[src/rtl/switch_input_port.sv]
// switch_input_port: synchronises the switch bank and ENTER, debounces ENTER,
// and captures the switch word on each debounced press behind a valid/rd handshake.
module switch_input_port #(
  parameter int WORD_W     = 8,
  parameter int DEBOUNCE_N = 4
) (
  input  logic              clock,
  input  logic              n_reset,
  input  logic [WORD_W-1:0] switches,
  input  logic              enter,
  input  logic              rd,
  output logic [WORD_W-1:0] data,
  output logic              valid,
  output logic              overrun,
  output logic [WORD_W-1:0] sw_live
);
  localparam int CNT_W = $clog2(DEBOUNCE_N + 1);
  typedef enum logic {EMPTY, FULL} state_t;
  state_t            state;
  logic [WORD_W-1:0] sw_s1;
  logic              en_s1;
  logic              enter_s;
  logic              db_level;
  logic [CNT_W-1:0]  cnt;
  logic              done;
  logic              capture;
  always_comb begin
    done    = (enter_s != db_level) && (cnt == CNT_W'(DEBOUNCE_N - 1));
    capture = done && !db_level;
  end
  assign valid = (state == FULL);
  always_ff @(posedge clock) begin
    if (!n_reset) begin
      sw_s1    <= '0;
      sw_live  <= '0;
      en_s1    <= 1'b0;
      enter_s  <= 1'b0;
      cnt      <= '0;
      db_level <= 1'b0;
      data     <= '0;
      overrun  <= 1'b0;
      state    <= EMPTY;
    end else begin
      sw_s1   <= switches;
      sw_live <= sw_s1;
      en_s1   <= enter;
      enter_s <= en_s1;
      cnt     <= (enter_s == db_level || done) ? '0 : cnt + 1'b1;
      if (done) db_level <= enter_s;
      // Only the rising debounced edge captures; a held word blocks new ones.
      if (state == EMPTY) begin
        if (capture) begin
          data  <= sw_live;
          state <= FULL;
        end
      end else if (rd) begin
        overrun <= 1'b0;
        if (capture) data <= sw_live;
        else state <= EMPTY;
      end else if (capture) begin
        overrun <= 1'b1;
      end
    end
  end
endmodule

[config.mk]
export PLATFORM = sky130hd
export DESIGN_NAME = switch_input_port
export DESIGN_NICKNAME = d
export VERILOG_FILES = /design/src/rtl/switch_input_port.sv
export SDC_FILE = /design/constraint.sdc
export NUM_CORES = 1
export LEC_CHECK = 0
export CAP_MARGIN = 20
export CORE_MARGIN = 5
export CORE_UTILIZATION = 30
export DETAILED_ROUTE_END_ITERATION = 10
export PLACE_DENSITY_LB_ADDON = 0.25
export SYNTH_ARGS = -nofsm -noshare
export SYNTH_HDL_FRONTEND = slang
export SYNTH_SLANG_ARGS = --single-unit
[constraint.sdc]
create_clock -name clock -period 1.25 [get_ports clock]
set_input_delay 0.125 -clock clock [delete_from_list [all_inputs] [get_ports clock]]
set_output_delay 0.125 -clock clock [all_outputs]
set_load 0.1 [all_outputs]
* After elaboration in Yosys (flattened, before gate mapping) *
Index checks and enable logic that the tools add are counted.

cells by class
  bitwise logic cells = 1
  add/subtract/negate cells = 1
  equal/unequal tests = 4
  reductions and logical operators = 7
  mux-type cells = 8

operator list
  kind                                                                    count
  8-bit 2-to-1 mux                                                        3
  1-bit 2-to-1 mux                                                        5
  3-bit by 1-bit adder with 3-bit output (second input constant)          1
  3-bit by 2-bit equality test with 1-bit output (second input constant)  1
  1-bit logical AND                                                       2
  2-bit != test (second input constant)                                   1
  2-bit AND reduction                                                     1
  2-bit nonzero test                                                      1
  2-bit OR reduction                                                      1
  1-bit equality test                                                     1
  1-bit zero test                                                         1
  1-bit logical OR                                                        1
  1-bit != test                                                           1
  1-bit NOT                                                               1

word-level totals
  input bits = 12
  register bits after elaboration = 32
  logic and storage cells = 30
  output and inout port bits = 18

* Depth between registers and ports, before layout *
Gate-level depths: netlist of run 1.

  word-level depth = 6
  mapped depth = 6
  gate-level depth less buffers = 5

* Worst setup path after synthesis of run 1 *
OpenSTA, ideal clock, no wires.

  path type = register -> register
  start point = register state (netlist: valid)
  end point = register data[0]
  arrival time = 1,491 ps
  path slack = -363 ps
  buffers on the path = 1
  cell stages (with the launch flop) = 5
  period minus slack after synthesis = 1,613 ps
  library setup time = 121 ps
  path through = dfxtp_1 -> nand2b_1 -> nor2b_1 -> buf_6 -> mux2i_1

between the ends
  cells in the longest elaborated chain, start to end = 1

ends and longest elaborated chain
  what                                                         line  RTL
  start, declared                                              19    state_t state;
  start signal, assigned                                       42    state <= EMPTY;
  start signal, assigned                                       54    state <= FULL;
  start signal, assigned                                       59    else state <= EMPTY;
  2-bit != test (no line) or 8-bit 2-to-1 mux (tied branches)  n/a
  end signal, assigned                                         53    data <= sw_live;
  end signal, assigned                                         58    if (capture) data <= sw_live;
  end, declared                                                12    output logic [WORD_W-1:0] data,

Parallel ways exist; a longest one is shown, timed or not.
A chain may end at the register's enable or synchronous reset.

* Worst setup path after layout of run 1 *
  start point = register cnt[0]
  end point = register data[2]

between the ends
  cells in the longest elaborated chain, start to end = 6

ends and longest elaborated chain
  what                                              line  RTL
  start, declared                                   24    logic [CNT_W-1:0] cnt;
  start signal, assigned                            48    cnt <= (enter_s == db_level || done) ? '0 : cnt + 1'b1;
  3-bit by 2-bit equality test with 1-bit output *  28    done = (enter_s != db_level) && (cnt == CNT_W'(DEBOUNCE_N - 1));
  1-bit logical AND *                               28
  1-bit logical AND *                               29    capture = done && !db_level;
  8-bit 2-to-1 mux *                                n/a
  8-bit 2-to-1 mux                                  n/a
  8-bit 2-to-1 mux *                                n/a

Every way passes the cells marked *; elsewhere a longest branch is shown, timed or not. The select of a mux whose other input is x is not followed.

==> results.toml, run 1 <==
[placement]
dp_hpwl_microns = 1360
place.gp.congestion = 0.666
place_ws_ps = -67.5
numPortBuffers = 29

[status]
status = "finished, violations left"
violations = "negative setup slack"

[power_and_ir_drop]
p_per_area_nw_per_um2 = 1060
p_leak_nw = 0.634
vdd_drop_max_v = 0.000479
p_int_mw = 1.34
seq_power_share = 0.596
p_sw_mw = 0.437
p_comb_frac = 0.112
switching_share = 0.245
p_clk_frac = 0.292

[global_route]
overflow = 0
grt_pass1_wl_microns = 3350
grt_pass1_vias = 774
antenna_found_initial = 0
grtUsageTotal = 0.0888
grt_max_degree = 39

[cts]
cts_hold_buf = 0
clock_latency_ps = 320
clock_sinks = 32
max-clock-path-buffers = 2
cts_tree = "yes"
clkTransAtPathRegs_ps = 90
cts-buffers-inserted = 5
clockRootBuffer = "clkbuf_4"
cts_htree_levels = 2

[timing]
worstMarginPinSlew_ps = 167
relSlewSlack = 0.887
layout_setup_ws_ps = -46.2
skew_ps = 8.11
drv_slew = 0
fmax_mhz = 772
whs_ps = 373
finalHoldViolations = 0
fin_tns_setup_ps = -188
period_minus_slack_ps = 1300
setup_viol = 8
fin_crit_sh = 1.04
grt_setup_unrepaired = "true"

[synth]
synth_area_sq_um = 1050
synth.most_common_cell = "dfxtp_1"
yosysTopAreaCellShare = 0.609
synth_top_cell_by_area = "dfxtp_1"
yosysSeqAreaShare = 0.609
syn_nets = 113
synthArstFlopShare = 0
synth.area.top_cells = "dfxtp_1, and2_1, mux2i_1"
synth-edff-count = 0
synthCells = 99
ys_warn_count = 0
ys_types = 17
synth_flop_cell = "dfxtp_1"
ys_ff_latch = 32
synth_commonest_cells = "dfxtp_1, and2_1, nand2_1"
syn_area_per_cell_sq_um = 10.6

[drt]
dr_wl_met2_microns = 941
drt_drc_violations_left = 0
routed_via_density = 4.02
wl_per_cell_microns = 10.5
firstDrtPassIters = 2
met1_length_microns = 789
drt_wl_total_microns = 1890
dr_wl_met3_microns = 106
vias = 724
ant_nets = 0
dr.max_layer_used = "met4"
first_iter_violations = 23

[worst_setup_path]
timing.rr.end = "data[2]$_SDFFE_PN0P_"
worstPathArrival_ps = 1540
cp-start-kind = "register"
crit-reg2reg-launch = "cnt[0]$_SDFF_PP0_"
rrSetupSlack_ps = -50
crit_type = "register to register"
reg2regPathDepth = 6
critPathRequiredTime_ps = 1500
path_max_fanout = 8
end_kind = "register"

[floorplanning]
die_w_microns = 69.2
die_y_microns = 69.2
fp.coreArea_sq_um = 3360
rows = 21
ios = 30
initial_core_util = 0.313
die_area_sq_um = 4790

[worst_hold_path]
hold_depth = 2
min_path_type = "input pin to register"
hold_path_end = "sw_s1[7]$_SDFF_PN0_"
min_from = "switches[7]"

[flow_run]
drv_cap = 0

[layout]
drive_gt1_frac = 0.254
fin_nets = 148
antenna_cells = 0
areaGrowthSynthToFinish_pct = 59.3
[how the worst max path moves through the flow]
stage,from,to,slack [ps],depth (start not counted)
global placement,cnt[0]$_SDFF_PP0_,data[5]$_SDFFE_PN0P_,-40,6
CTS,cnt[0]$_SDFF_PP0_,data[2]$_SDFFE_PN0P_,-60,6
detailed placement,cnt[0]$_SDFF_PP0_,data[2]$_SDFFE_PN0P_,-70,6
floorplan,cnt[0]$_SDFF_PP0_,data[0]$_SDFFE_PN0P_,2,6
global route,cnt[0]$_SDFF_PP0_,data[6]$_SDFFE_PN0P_,-140,6
finish,cnt[0]$_SDFF_PP0_,data[2]$_SDFFE_PN0P_,-50,6
[final cells by class]
cell class	instances	area [sq um]
repair buffers	33	517
clock buffers	6	41.3
inverters	3	11.3
clock inverters	1	5.00
flip-flops and latches	32	647
well taps	46	57.6
fillers	321	1690
multi-input cells	59	398
[registers in the layout (all words and copies together) (netlist names)]
| register | count |
|---|---|
| en_s1 | 1 |
| data | 8 |
| enter_s | 1 |
| overrun | 1 |
| sw_live | 8 |
| db_level | 1 |
| sw_s1 | 8 |
| valid | 1 |
| cnt | 3 |
[power by group through the flow]
| stage | combinational [mW] | sequential, mW | clock (mW) |
|---|---|---|---|
| finish | 0.199 | 1.06 | 0.520 |
| detailed placement | 0.200 | 1.09 | 0 |
| global route | 0.210 | 1.07 | 0.574 |
| floorplan | 0.0381 | 1.15 | 0 |
| CTS | 0.200 | 1.06 | 0.534 |
| global placement | 0.197 | 1.08 | 0 |
[cells in the final DEF, fill, tap and decap left out, types with 2 or more instances in the layout]
cell             synthesis  routed
nor2_1                   4       4
clkdlybuf4s50_1          0      11
dfxtp_1                 32      29
nand3b_1                 2       2
nor2b_1                  2       2
mux2i_1                  9       8
inv_1                    3       3
nand2_1                 18      18
dfxtp_2                  0       2
buf_12                   0      19
ha_4                     0       2
buf_4                    1       2
clkbuf_4                 0       5
and2_1                  18      18
[critical path: stages (launching register included)]
cell and delay, ps:
dfxtp_2 360, ha_4 130, ha_4 120, nand3b_1 90, nor2b_1 150, buf_6 170, mux2i_1 190
[metal layers]
| metal | vias to the layer above | GRT usage |
|---|---|---|
| met3 | 6 | 0.0377 |
| met2 | 17 | 0.142 |
| met1 | 326 | 0.0898 |
| li1 | 375 | - |
| met4 | 0 | 0.0716 |
| met5 | - | 0 |
[what timing repair did]
action / in CTS / in global routing
buffers inserted: 0 / 1
resized for setup: 3 / 2
endpoints found under the setup margin: 8 / 8
pin swaps: 2 / 1
[cells by family (layout without fill, tap and decap cells)]
group	Yosys count	count (layout)	synth area share
flip-flops	32	32	0.609
adder cells (fa/ha/maj)	2	2	0.0238
XOR/XNOR	1	1	0.00832
AO/OA/AOI/OAI	2	2	0.0155
multiplexers	9	9	0.0856
buffers and inverters	8	43	0.0404
AND/OR/NAND/NOR	45	45	0.218
[stage by stage]
step	util	total power, mW	area, sq um	std cells
2_1_floorplan	-	1.19	1070	99
3_3_place_gp	0.477	1.28	1600	172
3_5_place_dp	0.477	1.28	1600	172
4_1_cts	0.494	1.80	1660	179
5_1_grt	0.499	1.85	1680	180
6_report	0.499	1.78	1680	180
Power figures use the tool's default switching activity.
==> run 2, diff against run 1 <==
--- a/config.mk
+++ b/config.mk
@@ -5,8 +5,8 @@
 export SDC_FILE = /design/constraint.sdc
 export NUM_CORES = 1
 export LEC_CHECK = 0
+export ABC_CLOCK_PERIOD_IN_PS = 1250
 export CAP_MARGIN = 20
-export CORE_MARGIN = 5
 export CORE_UTILIZATION = 30
 export DETAILED_ROUTE_END_ITERATION = 10
 export PLACE_DENSITY_LB_ADDON = 0.25
==> results.toml, run 2 (synthesized netlist as in run 1, its figures left out) <==
[status]
status = "finished, violations left"
violations = "negative setup slack"

[timing]
drv_slew = 0
period_minus_slack_ps = 1320
setup_viol = 8
relSlewSlack = 0.854
skew_ps = 10.3
worstMarginPinSlew_ps = 219
grt_setup_unrepaired = "true"
layout_setup_ws_ps = -70.8
whs_ps = 382
fin_crit_sh = 1.06
finalHoldViolations = 0
fmax_mhz = 757

[layout]
areaGrowthSynthToFinish_pct = 60.4
seqCellArea_sq_um = 647
multi_input_area_sq_um = 394
fill_cells = 292
fin_nets = 148
drive_gt1_frac = 0.254
mostFrequentLayoutCell = "dfxtp_1"
reg_top3 = "data: 8 flops, sw_live: 8 flops, sw_s1: 8 flops"
antenna_cells = 0
mostFrequentLayoutCells = "dfxtp_1, buf_12, nand2_1, and2_1, clkdlybuf4s50_1"

[global_route]
overflow = 0
met3_usage = 0.0462
grt_pass1_wl_microns = 2840
met1_usage = 0.118
grtUsageTotal = 0.109
busiest_layer = "met2"
antenna_found_initial = 0
grt_use_met2 = 0.171
grt_pass1_vias = 705
grt_max_degree = 19

[worst_setup_path]
path_max_fanout = 8
max_stage_delay_ps = 360
reg2regPathDepth = 6
end_kind = "register"
cp-start-kind = "register"
cpMostUsedCell = "ha_4"
critPathSlowestCell = "dfxtp_2"
crit_type = "register to register"
crit_chain = "ha_4 -> ha_4 -> nand3b_1 -> nor2b_1 -> buf_4 -> mux2i_1"
worstPathArrival_ps = 1560
critPathRequiredTime_ps = 1490

[power_and_ir_drop]
p_leak_nw = 0.640
p_per_area_nw_per_um2 = 1120
p_clk_frac = 0.332
switching_share = 0.229
p_sw_mw = 0.431
vdd_drop_max_v = 0.000498
seq_power_share = 0.562
p_int_mw = 1.46
p_comb_frac = 0.105

[drt]
wl_per_cell_microns = 9.82
firstDrtPassIters = 2
drt_wl_total_microns = 1770
first_iter_violations = 14
ant_nets = 0
vias = 732
drt_drc_violations_left = 0
routed_via_density = 4.07

[cts]
clkTransAtPathRegs_ps = 90
cts_tree = "yes"
clock_sinks = 32
cts_hold_buf = 0
cts_htree_levels = 2
post_cts_buffers = 0
clock_latency_ps = 320
clockRootBuffer = "clkbuf_4"
cts-buffers-inserted = 5
max-clock-path-buffers = 2

[floorplanning]
die_w_microns = 61.2
die_y_microns = 61.2
fp.coreArea_sq_um = 3340
initial_core_util = 0.315
die_area_sq_um = 3750
rows = 21
ios = 30

[placement]
place.gp.congestion = 0.794
numPortBuffers = 29
place_ws_ps = -127
dp_hpwl_microns = 1330

[worst_hold_path]
min_path_type = "input pin to register"
hold_depth = 2

[flow_run]
drv_cap = 0
==> run 2: cell count changes in the layout (fill, tap and decap cells not counted) <==
cell and delta:
clkbuf_8 +2, buf_4 +1, buf_6 -1, clkbuf_1 -1, clkinv_2 -1, mux2i_1 +1
mux2i_2 -1
==> run 2: timing repair <==
action / in CTS / in global routing
endpoints found under the setup margin: 8 / 9
resized for setup: 2 / 1
pin swaps: 2 / 1
==> run 2: path summary, 6_finish.rpt <==
| path | end | slack (ps) | start |
|---|---|---|---|
| max | data[1]$_SDFFE_PN0P_ | -70 | cnt[0]$_SDFF_PP0_ |
| min | sw_s1[6]$_SDFF_PN0_ | 380 | switches[6] |
| min reg2reg | cnt[0]$_SDFF_PP0_ | 430 | cnt[0]$_SDFF_PP0_ |
| max reg2reg | data[1]$_SDFFE_PN0P_ | -70 | cnt[0]$_SDFF_PP0_ |
==> run 2: layout make-up <==
type / instances / share of cell area
Sequential cell: 32 / 0.383
Timing Repair Buffer: 33 / 0.304
Multi-Input combinational cell: 59 / 0.234
Clock buffer: 7 / 0.0385
Tap cell: 46 / 0.0341
Inverter: 3 / 0.00667
==> run 2: per-layer routing <==
| layer | wire (microns) | share of wire | vias to the layer above |
|---|---|---|---|
| met5 | 0 | 0 | - |
| met4 | 39 | 0.022 | 0 |
| met3 | 91 | 0.051 | 6 |
| met2 | 856 | 0.48 | 20 |
| met1 | 779 | 0.44 | 325 |
| li1 | - | - | 381 |
==> run 2: critical path: cells and delay by family (launching register included) <==
kind,cells,cell delay [ps]
multiplexers,1,210
flip-flops,1,360
adder cells (fa/ha/maj),2,260
buffers and inverters,1,190
AND/OR/NAND/NOR,2,220
==> run 2: stage by stage <==
step	instances	power (mW)	TNS [ps]	util	cell area, sq um
finish	180	1.89	-355	0.506	1690
detailed placement	173	1.29	-734	0.483	1610
global route	180	1.98	-864	0.506	1690
global placement	173	1.28	-293	0.483	1610
floorplan	99	1.19	0	-	1070
CTS	180	1.92	-559	0.505	1690
==> run 2: power by group through the flow <==
stage	Combinational [mW]	Sequential (mW)	Clock, mW
6_report	0.199	1.06	0.627
5_1_grt	0.210	1.06	0.709
4_1_cts	0.201	1.06	0.654
3_5_place_dp	0.200	1.08	0
3_3_place_gp	0.198	1.08	0
2_1_floorplan	0.0381	1.15	0
==> run 3, diff against run 2 <==
--- a/config.mk
+++ b/config.mk
@@ -9,7 +9,6 @@
 export CAP_MARGIN = 20
 export CORE_UTILIZATION = 30
 export DETAILED_ROUTE_END_ITERATION = 10
-export PLACE_DENSITY_LB_ADDON = 0.25
 export SYNTH_ARGS = -nofsm -noshare
 export SYNTH_HDL_FRONTEND = slang
 export SYNTH_SLANG_ARGS = --single-unit
==> results.toml, run 3 (synthesized netlist as in run 1, its figures left out) <==
[worst_setup_path]
critPathSlowestCell = "dfxtp_2"
cpMostUsedCell = "ha_4"
worstPathArrival_ps = 1520
reg2regPathDepth = 6
cp-start-kind = "register"
crit_chain = "ha_4 -> ha_4 -> nand3b_1 -> nor2b_1 -> buf_6 -> mux2i_1"
critPathRequiredTime_ps = 1510
path_max_fanout = 8
crit_family = "flip-flops"
cp.depth = 6
max_stage_delay_ps = 360
critical_path_buf_inv_count = 1
end_kind = "register"
crit_type = "register to register"

[power_and_ir_drop]
vdd_drop_max_v = 0.000609
total_power_mw = 2.05
p_per_area_nw_per_um2 = 1190
p_leak_nw = 0.659

[cts]
max-clock-path-buffers = 2
cts_htree_levels = 2
clkTransAtPathRegs_ps = 100
cts-buffers-inserted = 5
clock_latency_ps = 330
cts_tree = "yes"
clockRootBuffer = "clkbuf_4"
clock_sinks = 32

[layout]
mostFrequentLayoutCell = "dfxtp_1"
reg_top3 = "data: 8 flops, sw_live: 8 flops, sw_s1: 8 flops"
antenna_cells = 0
fin_nets = 149
areaGrowthSynthToFinish_pct = 63.9
drive_gt1_frac = 0.265
mostFrequentLayoutCells = "dfxtp_1, buf_12, nand2_1, and2_1, clkdlybuf4s50_1"

[placement]
dp_hpwl_microns = 1280
numPortBuffers = 29
place.gp.congestion = 0.776

[timing]
worstMarginPinSlew_ps = 175
skew_ps = 7.49
fmax_mhz = 796
layout_setup_ws_ps = -6.68
period_minus_slack_ps = 1260
setup_viol = 2
drv_slew = 0
fin_crit_sh = 1.01
relSlewSlack = 0.883
finalHoldViolations = 0
fin_tns_setup_ps = -9.14
grt_setup_unrepaired = "true"

[worst_hold_path]
min_path_type = "input pin to register"
hold_depth = 2

[floorplanning]
die_y_microns = 61.2
fp.coreArea_sq_um = 3340
ios = 30
die_area_sq_um = 3750
die_w_microns = 61.2
rows = 21
initial_core_util = 0.315

[drt]
routed_via_density = 3.86
firstDrtPassIters = 4
drt_wl_total_microns = 1760
vias = 702
wl_per_cell_microns = 9.68
first_iter_violations = 14
ant_nets = 0
drt_drc_violations_left = 0

[global_route]
grtUsageTotal = 0.109
antenna_found_initial = 0
grt_pass1_vias = 630
grt_pass1_wl_microns = 2770
grt_max_degree = 33
overflow = 0

[status]
violations = "negative setup slack"
status = "finished, violations left"

[flow_run]
drv_cap = 0
run 3: cell types whose count changed in the layout (fill, tap and decap cells not counted), sizes merged:
cell / change
buf: +1
clkbuf: +1
run 3: final timing paths:
check / endpoint / startpoint / slack (ps)
worst max-delay path: data[4]$_SDFFE_PN0P_ / cnt[0]$_SDFF_PP0_ / -7
worst min-delay path: sw_s1[0]$_SDFF_PN0_ / switches[0] / 360
worst max register to register: data[4]$_SDFFE_PN0P_ / cnt[0]$_SDFF_PP0_ / -7
worst min register to register: sw_live[7]$_SDFF_PN0_ / sw_s1[7]$_SDFF_PN0_ / 440
run 3: layout make-up:
class / count / area (sq um)
timing repair buffer: 34 / 524
sequential: 32 / 647
inverter: 3 / 11.3
tap: 46 / 57.6
multi-input combinational: 59 / 394
clock buffer: 8 / 90.1
fill: 297 / 1610
run 3: where the power goes:
part | switching, mW | internal [mW] | leakage [nW]
registers | 0.0165 | 1.04 | 0.264
logic | 0.106 | 0.0937 | 0.345
clock network | 0.342 | 0.451 | 0.0497
total | 0.465 | 1.59 | 0.659
run 3: worst register-to-register path: cells and delay by family (launching register included):
family | cells | cell delay (ps)
adders and majority gates | 2 | 250
buffers and inverters | 1 | 170
DFF | 1 | 360
muxes | 1 | 190
and+or+nand+nor | 2 | 230
run 3: timing repair:
item | CTS | global route
setup buffers | 0 | 1
gates resized for setup | 3 | 1
endpoints found under the setup margin | 8 | 8
hold buffers | 0 | 0
pin swaps | 2 | 1
run 3: metal layers:
| layer | GRT usage | vias up | part of all wire |
|---|---|---|---|
| met3 | 0.0630 | 2 | 0.056 |
| met2 | 0.143 | 19 | 0.45 |
| met4 | 0.0584 | 0 | 0.014 |
| li1 | - | 383 | - |
| met5 | 0 | - | 0 |
| met1 | 0.140 | 298 | 0.48 |
run 3: stage by stage:
stage	area (sq um)	utilization	setup slack, ps	std cells	hold slack (ps)
floorplan	1070	-	2.30	99	252
global placement	1610	0.483	-44.9	173	407
detailed placement	1610	0.483	-86.6	173	418
CTS	1710	0.513	-58.5	181	346
global route	1720	0.517	-102	182	352
finish	1720	0.517	-6.68	182	364
